===== src/rtl/beat_sequencer_if.sv =====
// Control/status bundle between the user-control front end and the beat
// sequencer. The master side issues command pulses and loop/tempo settings.
// The slave side (the sequencer) returns the beat index and its status.
interface beat_sequencer_if #(
    parameter int BEAT_W = 8,
    parameter int DIV_W  = 24
);
    // Commands are single-cycle pulses sampled on the rising clock edge.
    // Levels and settings are sampled every cycle and may change at any time.
    // There is no back-pressure: the sequencer acts on a pulse in the cycle it is seen.
    logic              play;
    logic              pause;
    logic              stop;
    logic              loop;
    logic [BEAT_W-1:0] loop_start;
    logic [BEAT_W-1:0] loop_end;
    logic [DIV_W-1:0]  tempo_div;

    logic [BEAT_W-1:0] beat;
    logic              beat_tick;
    logic              playing;
    logic              done;
    logic [1:0]        dbg_state;   // raw FSM state, for observation only

    modport master (
        output play, pause, stop, loop, loop_start, loop_end, tempo_div,
        input  beat, beat_tick, playing, done, dbg_state
    );

    modport slave (
        input  play, pause, stop, loop, loop_start, loop_end, tempo_div,
        output beat, beat_tick, playing, done, dbg_state
    );
endinterface


===== src/rtl/beat_sequencer.sv =====
// Beat sequencer: produces the music ROM beat address with a programmable
// tempo prescaler, play/pause/stop control and an optional loop region.
module beat_sequencer #(
    parameter int BEAT_W   = 8,
    parameter int BEAT_LEN = 64,
    parameter int DIV_W    = 24
) (
    input logic          clk,
    input logic          rst,
    beat_sequencer_if.slave bus
);
    typedef enum logic [1:0] {
        ST_IDLE  = 2'd0,
        ST_PLAY  = 2'd1,
        ST_PAUSE = 2'd2,
        ST_DONE  = 2'd3
    } state_t;

    // One extra bit so a song that fills the whole index space still compares correctly.
    localparam logic [BEAT_W:0]   LEN_EXT   = (BEAT_W + 1)'(BEAT_LEN);
    localparam logic [BEAT_W-1:0] LAST_BEAT = BEAT_W'(BEAT_LEN - 1);
    localparam logic [DIV_W-1:0]  DIV_ONE   = DIV_W'(1);

    state_t            state_q, state_d;
    logic [BEAT_W-1:0] beat_q, beat_d;
    logic [DIV_W-1:0]  presc_q, presc_d;
    logic              beat_tick_q, beat_tick_d;

    logic [DIV_W-1:0]  div_last;
    logic              region_valid;
    logic              loop_ok;

    // Effective divider and loop-region qualification, re-evaluated every cycle.
    always_comb begin
        div_last     = (bus.tempo_div == '0) ? '0 : (bus.tempo_div - DIV_ONE);
        region_valid = (bus.loop_start <= bus.loop_end) &&
                       ({1'b0, bus.loop_end} < LEN_EXT);
        loop_ok      = bus.loop && region_valid;
    end

    // Next-state, beat and prescaler logic; stop beats play, play beats pause.
    always_comb begin
        state_d     = state_q;
        beat_d      = beat_q;
        presc_d     = presc_q;
        beat_tick_d = 1'b0;

        if (bus.stop) begin
            state_d = ST_IDLE;
            beat_d  = '0;
            presc_d = '0;
        end else begin
            case (state_q)
                ST_IDLE, ST_DONE: begin
                    if (bus.play) begin
                        state_d = ST_PLAY;
                        beat_d  = loop_ok ? bus.loop_start : '0;
                        presc_d = '0;
                    end
                end
                ST_PAUSE: begin
                    // Resume keeps both the beat and the partial prescaler count.
                    if (bus.play) begin
                        state_d = ST_PLAY;
                    end
                end
                ST_PLAY: begin
                    if (bus.pause && !bus.play) begin
                        state_d = ST_PAUSE;
                    end else if (presc_q >= div_last) begin
                        // >= lets a live tempo decrease wrap on the next compare.
                        presc_d = '0;
                        if (loop_ok && (beat_q == bus.loop_end)) begin
                            beat_d      = bus.loop_start;
                            beat_tick_d = 1'b1;
                        end else if (beat_q == LAST_BEAT) begin
                            if (bus.loop) begin
                                beat_d      = region_valid ? bus.loop_start : '0;
                                beat_tick_d = 1'b1;
                            end else begin
                                state_d = ST_DONE;
                            end
                        end else begin
                            beat_d      = beat_q + 1'b1;
                            beat_tick_d = 1'b1;
                        end
                    end else begin
                        presc_d = presc_q + DIV_ONE;
                    end
                end
                default: begin
                    state_d = ST_IDLE;
                    beat_d  = '0;
                    presc_d = '0;
                end
            endcase
        end
    end

    // State, beat, prescaler and tick registers with synchronous reset.
    always_ff @(posedge clk) begin
        if (rst) begin
            state_q     <= ST_IDLE;
            beat_q      <= '0;
            presc_q     <= '0;
            beat_tick_q <= 1'b0;
        end else begin
            state_q     <= state_d;
            beat_q      <= beat_d;
            presc_q     <= presc_d;
            beat_tick_q <= beat_tick_d;
        end
    end

    // Status is decoded purely from registered state.
    assign bus.beat      = beat_q;
    assign bus.beat_tick = beat_tick_q;
    assign bus.playing   = (state_q == ST_PLAY);
    assign bus.done      = (state_q == ST_DONE);
    assign bus.dbg_state = state_q;
endmodule


===== src/flat_wrapper.sv =====
// flat-port wrapper written by rule: the top's interface ports become plain ports
module beat_sequencer_flat 
#(
    parameter int BEAT_W   = 8,
    parameter int BEAT_LEN = 64,
    parameter int DIV_W    = 24
)
  (clk, rst, bus_play, bus_pause, bus_stop, bus_loop, bus_loop_start, bus_loop_end, bus_tempo_div, bus_beat, bus_beat_tick, bus_playing, bus_done, bus_dbg_state);
  beat_sequencer_if #(.BEAT_W(BEAT_W), .DIV_W(DIV_W)) bus_i ();
  input logic clk;
  input logic rst;
  input wire logic [$bits(bus_i.play)-1:0] bus_play;
  input wire logic [$bits(bus_i.pause)-1:0] bus_pause;
  input wire logic [$bits(bus_i.stop)-1:0] bus_stop;
  input wire logic [$bits(bus_i.loop)-1:0] bus_loop;
  input wire logic [$bits(bus_i.loop_start)-1:0] bus_loop_start;
  input wire logic [$bits(bus_i.loop_end)-1:0] bus_loop_end;
  input wire logic [$bits(bus_i.tempo_div)-1:0] bus_tempo_div;
  output wire logic [$bits(bus_i.beat)-1:0] bus_beat;
  output wire logic [$bits(bus_i.beat_tick)-1:0] bus_beat_tick;
  output wire logic [$bits(bus_i.playing)-1:0] bus_playing;
  output wire logic [$bits(bus_i.done)-1:0] bus_done;
  output wire logic [$bits(bus_i.dbg_state)-1:0] bus_dbg_state;
  assign bus_i.play = bus_play;
  assign bus_i.pause = bus_pause;
  assign bus_i.stop = bus_stop;
  assign bus_i.loop = bus_loop;
  assign bus_i.loop_start = bus_loop_start;
  assign bus_i.loop_end = bus_loop_end;
  assign bus_i.tempo_div = bus_tempo_div;
  assign bus_beat = bus_i.beat;
  assign bus_beat_tick = bus_i.beat_tick;
  assign bus_playing = bus_i.playing;
  assign bus_done = bus_i.done;
  assign bus_dbg_state = bus_i.dbg_state;
  beat_sequencer #(.BEAT_W(BEAT_W), .BEAT_LEN(BEAT_LEN), .DIV_W(DIV_W)) u_core (.clk(clk), .rst(rst), .bus(bus_i));
endmodule

===== config.mk =====
export PLATFORM = sky130hd
export DESIGN_NAME = beat_sequencer_flat
export DESIGN_NICKNAME = d
export VERILOG_FILES = /design/src/rtl/beat_sequencer_if.sv /design/src/rtl/beat_sequencer.sv /design/src/flat_wrapper.sv
export SDC_FILE = /design/constraint.sdc
export NUM_CORES = 1
export LEC_CHECK = 0
export ABC_AREA = 0
export CAP_MARGIN = 30
export CORE_ASPECT_RATIO = 1.4
export CORE_MARGIN = 5
export CORE_UTILIZATION = 54
export CTS_BUF_LIST = sky130_fd_sc_hd__clkbuf_16
export DETAILED_ROUTE_END_ITERATION = 8
export PLACE_DENSITY = 0.82
export SYNTH_ARGS = -nofsm -noshare
export SYNTH_HDL_FRONTEND = slang
export SYNTH_SLANG_ARGS = --single-unit

===== constraint.sdc =====
create_clock -name clk -period 5 [get_ports clk]
set_clock_uncertainty 0.15 [all_clocks]
set_input_delay 0.5 -clock clk [delete_from_list [all_inputs] [get_ports clk]]
set_output_delay 0.5 -clock clk [all_outputs]
set_load 0.03 [all_outputs]

==> flow_metrics.py <==
metrics = {
    "cells_and_area": {
        "drive_gt1_share_pct": 6.87,
        "design_area_sq_um": 4140,
        "nNetsFinal": 578,
        "diodes": 0,
        "layout_commonest_cell": "nand2_1",
        "final_cells": 567,
        "final_util_pct": 67.5,
        "final_cell_mix": "60 x nand2_1, 58 x clkdlybuf4s50_1, 38 x ha_1, 35 x dfxtp_1, 28 x a21oi_1",
        "area_growth_pct": 23.6,
    },
    "die": {
        "die_h_um": 103,
        "row_count": 34,
        "core-area_sq_um": 6130,
        "die_w_um": 76.5,
        "initial_core_util_pct": 54.6,
        "io_pins": 59,
        "die-area_sq_um": 7890,
    },
    "worst_hold_path": {
        "min_path_type": "reg2reg",
        "holdPathEnd": "u_core.presc_q[23]$_SDFFE_PP0P_",
        "whs_path_depth": 2,
        "min-delay-start": "u_core.presc_q[23]$_SDFFE_PP0P_",
    },
    "global_routing": {
        "grt_pass1_wl_mm": 14.4,
        "first_global_vias": 3349,
        "track_usage_pct": 21.8,
        "grt_max_degree": 27,
        "grt_overflow": 0,
        "antenna_found_initial": 0,
    },
    "clock_network": {
        "cts_root_buffer": "clkbuf_16",
        "cts_buffers": 5,
        "cts_tree": "done",
        "cts_sinks": 35,
        "cts_hold_buffers": 0,
        "ctsHtreeMaxLevel": 2,
        "clk_pin_slew_ns": 0.05,
        "worst_skew_pair.late_latency_ns": 0.27,
        "ctsLongestPathBuffers": 2,
        "post_cts_buffers": 0,
    },
    "place": {
        "place_hpwl_mm": 6.97,
        "gp_congestion": 0.929,
        "dp_cells": 559,
        "placed_cell_area_sq_um": 3990,
        "io_buffer_count": 58,
        "pre_cts_ws_ns": -0.0520,
    },
    "setup_path": {
        "crit_top_cell": "or4_4",
        "worst-setup-path-type": "in2reg",
        "rr_worst_depth": 9,
        "rr_endpoint": "u_core.presc_q[21]$_SDFFE_PP0P_",
        "cpMaxStageDelayCell": "or4_4",
        "worstPathMaxFanout": 15,
        "path_cells": "clkdlybuf4s50_1, or4_4, nor4_4, or3b_4, nor3_4, o21ai_0, a22oi_1, ha_1, nand4_1, nor2_1, a221oi_2, nand3_2, or4_4, or3_1, o211ai_1",
        "cp.required_ns": 5.04,
        "max_stage_delay_ns": 0.64,
        "crit_arrival_ns": 4.75,
        "reg2reg_slack_ns": 2.15,
        "startpoint_type": "input pin",
        "reg2reg_from": "u_core.presc_q[0]$_SDFFE_PP0P_",
        "endpoint_kind": "register",
    },
    "power": {
        "p_leak_uw": 0.00167,
        "clock_power_share_pct": 40.6,
        "netSwitchingFraction_pct": 26.2,
        "p_int_uw": 534,
        "vdd_drop_max_v": 0.000229,
        "power_frac_comb_pct": 20.2,
        "finalPower_uw": 723,
        "seqPwrFrac_pct": 39.3,
        "p_switching_uw": 189,
        "power_density_nw_per_um2": 175,
    },
    "timing": {
        "finalSetupViolCount": 0,
        "min_period_ns": 4.71,
        "slew-limit-headroom_pct": 45.4,
        "hold_viol": 0,
        "worst_pin_slew_ns": 0.811,
        "finalCritPeriodShare_pct": 94.1,
        "report.final.slew_viol_count": 0,
        "rsz0062_at_grt": "false",
        "fmax_ghz": 0.212,
        "finalWorstSetupSlack_ns": 0.293,
    },
    "synthesis": {
        "syn_inst": 437,
        "ys_async_sr_fraction_pct": 0,
        "synth-edff-count": 0,
        "ys_warn_count": 0,
        "synth_top_flop_cell": "dfxtp_1",
        "syn_area_per_cell_sq_um": 7.65,
        "yosysUniqueCellTypes": 60,
        "ys_seq_elements": 35,
        "postSynthNetCount": 521,
        "synth_area_sq_um": 3340,
        "synth-seq-area-share_pct": 21.0,
    },
    "routing": {
        "dr.pass1.iters": 5,
        "routed_wl_mm": 8.78,
        "via_per_inst": 6.09,
        "num_vias": 3453,
        "wl_per_cell_um": 15.5,
        "ant_nets": 0,
        "drtIter0Drc": 145,
        "drc_errors": 0,
    },
    "job": {
        "cap_violations": 0,
    },
    "status": {
        "outcome": "finished clean",
    },
}
[per-stage QoR]
step / hold WS [ns] / setup TNS [ns]
4_1_cts: 0.344 / 0
6_report: 0.341 / 0
3_3_place_gp: 0.318 / 0
2_1_floorplan: 0.305 / 0
5_1_grt: 0.370 / 0
3_5_place_dp: 0.328 / -0.145
[synthesized netlist by cell type, types with 5 or more instances]
library cell | count | share of area, %
a22oi_1 | 5 | 1.1
nor3_1 | 21 | 3.1
nor4_1 | 6 | 1.1
inv_1 | 20 | 2.2
ha_1 | 38 | 14
nand4_1 | 12 | 2.2
clkbuf_1 | 7 | 0.79
nor2_1 | 22 | 2.5
o21ai_0 | 17 | 2.5
nand3_1 | 20 | 3.0
a31oi_1 | 12 | 2.2
or3_1 | 7 | 1.3
o211ai_1 | 5 | 1.1
nand2_2 | 5 | 0.94
dfxtp_1 | 35 | 21
or2_2 | 5 | 0.94
xnor2_1 | 7 | 1.8
a21oi_1 | 28 | 4.2
nand2_1 | 60 | 6.7
xor2_1 | 20 | 5.2
o31ai_1 | 5 | 1.1
[worst max path at each step]
stage,startpoint,end,slack (ns),depth (start not counted)
final,bus_tempo_div[14],u_core.presc_q[21]$_SDFFE_PP0P_,0.29,15
after global routing,bus_tempo_div[14],u_core.presc_q[21]$_SDFFE_PP0P_,0.06,15
after CTS,bus_tempo_div[14],u_core.presc_q[21]$_SDFFE_PP0P_,0.25,15
after detailed placement,bus_tempo_div[14],u_core.presc_q[21]$_SDFFE_PP0P_,-0.05,15
after global placement,bus_tempo_div[14],u_core.presc_q[21]$_SDFFE_PP0P_,0.10,15
after floorplan,bus_tempo_div[15],u_core.presc_q[13]$_SDFFE_PP0P_,0.71,17
[power groups by stage]
| stage | combinational (uW) | sequential (uW) | clock (uW) |
|---|---|---|---|
| 6_report | 146 | 284 | 293 |
| 5_1_grt | 162 | 284 | 309 |
| 4_1_cts | 147 | 284 | 296 |
| 3_5_place_dp | 145 | 290 | 0 |
| 3_3_place_gp | 142 | 290 | 0 |
| 2_1_floorplan | 73.8 | 292 | 0 |
[area by class of cell]
class                           count  area, sq um
Tap cell                           72         90.1
Fill cell                         541         1990
Multi-Input combinational cell    367         2490
Clock inverter                      3         12.5
Inverter                           20         75.1
Sequential cell                    35          701
Timing Repair Buffer               65          646
Clock buffer                        5          125
[critical path: cells and delay by family]
kind | cells | cell delay, ns
fa+ha+maj | 1 | 0.29
compound gates | 4 | 0.74
buf+inv | 1 | 0.46
simple gates | 9 | 2.76
[cells by family after synthesis]
kind of cell | count (synthesis) | share of synthesized area [%]
buffers and inverters | 35 | 4.86
and+or+nand+nor | 196 | 31.5
xor gates and xnor gates | 27 | 7.07
DFF | 35 | 21.0
muxes | 2 | 0.599
AOI/OAI and AO/OA | 104 | 20.8
adders and majority gates | 38 | 14.2
[registers in the layout (all words and copies together) (netlist names)]
name and count:
u_core.bus.beat 8, u_core.bus.beat_tick 1, u_core.presc_q 24, u_core.bus.dbg_state 2
[per-layer routing]
layer  global-route usage (%)  part of all wire [%]  vias up  wire (um)
li1                         -                     -     1728          -
met1                     22.4                    39     1589       3460
met2                     42.9                    52      117       4610
met3                     3.76                   5.2       19        453
met4                     9.56                   2.9        0        258
met5                        0                     0        -          0
[what timing repair did]
action | CTS | global route
setup endpoints to repair | 0 | 1
resized for setup | 0 | 1
hold endpoints to repair | 0 | 0
(Power assumes the default switching activity.)
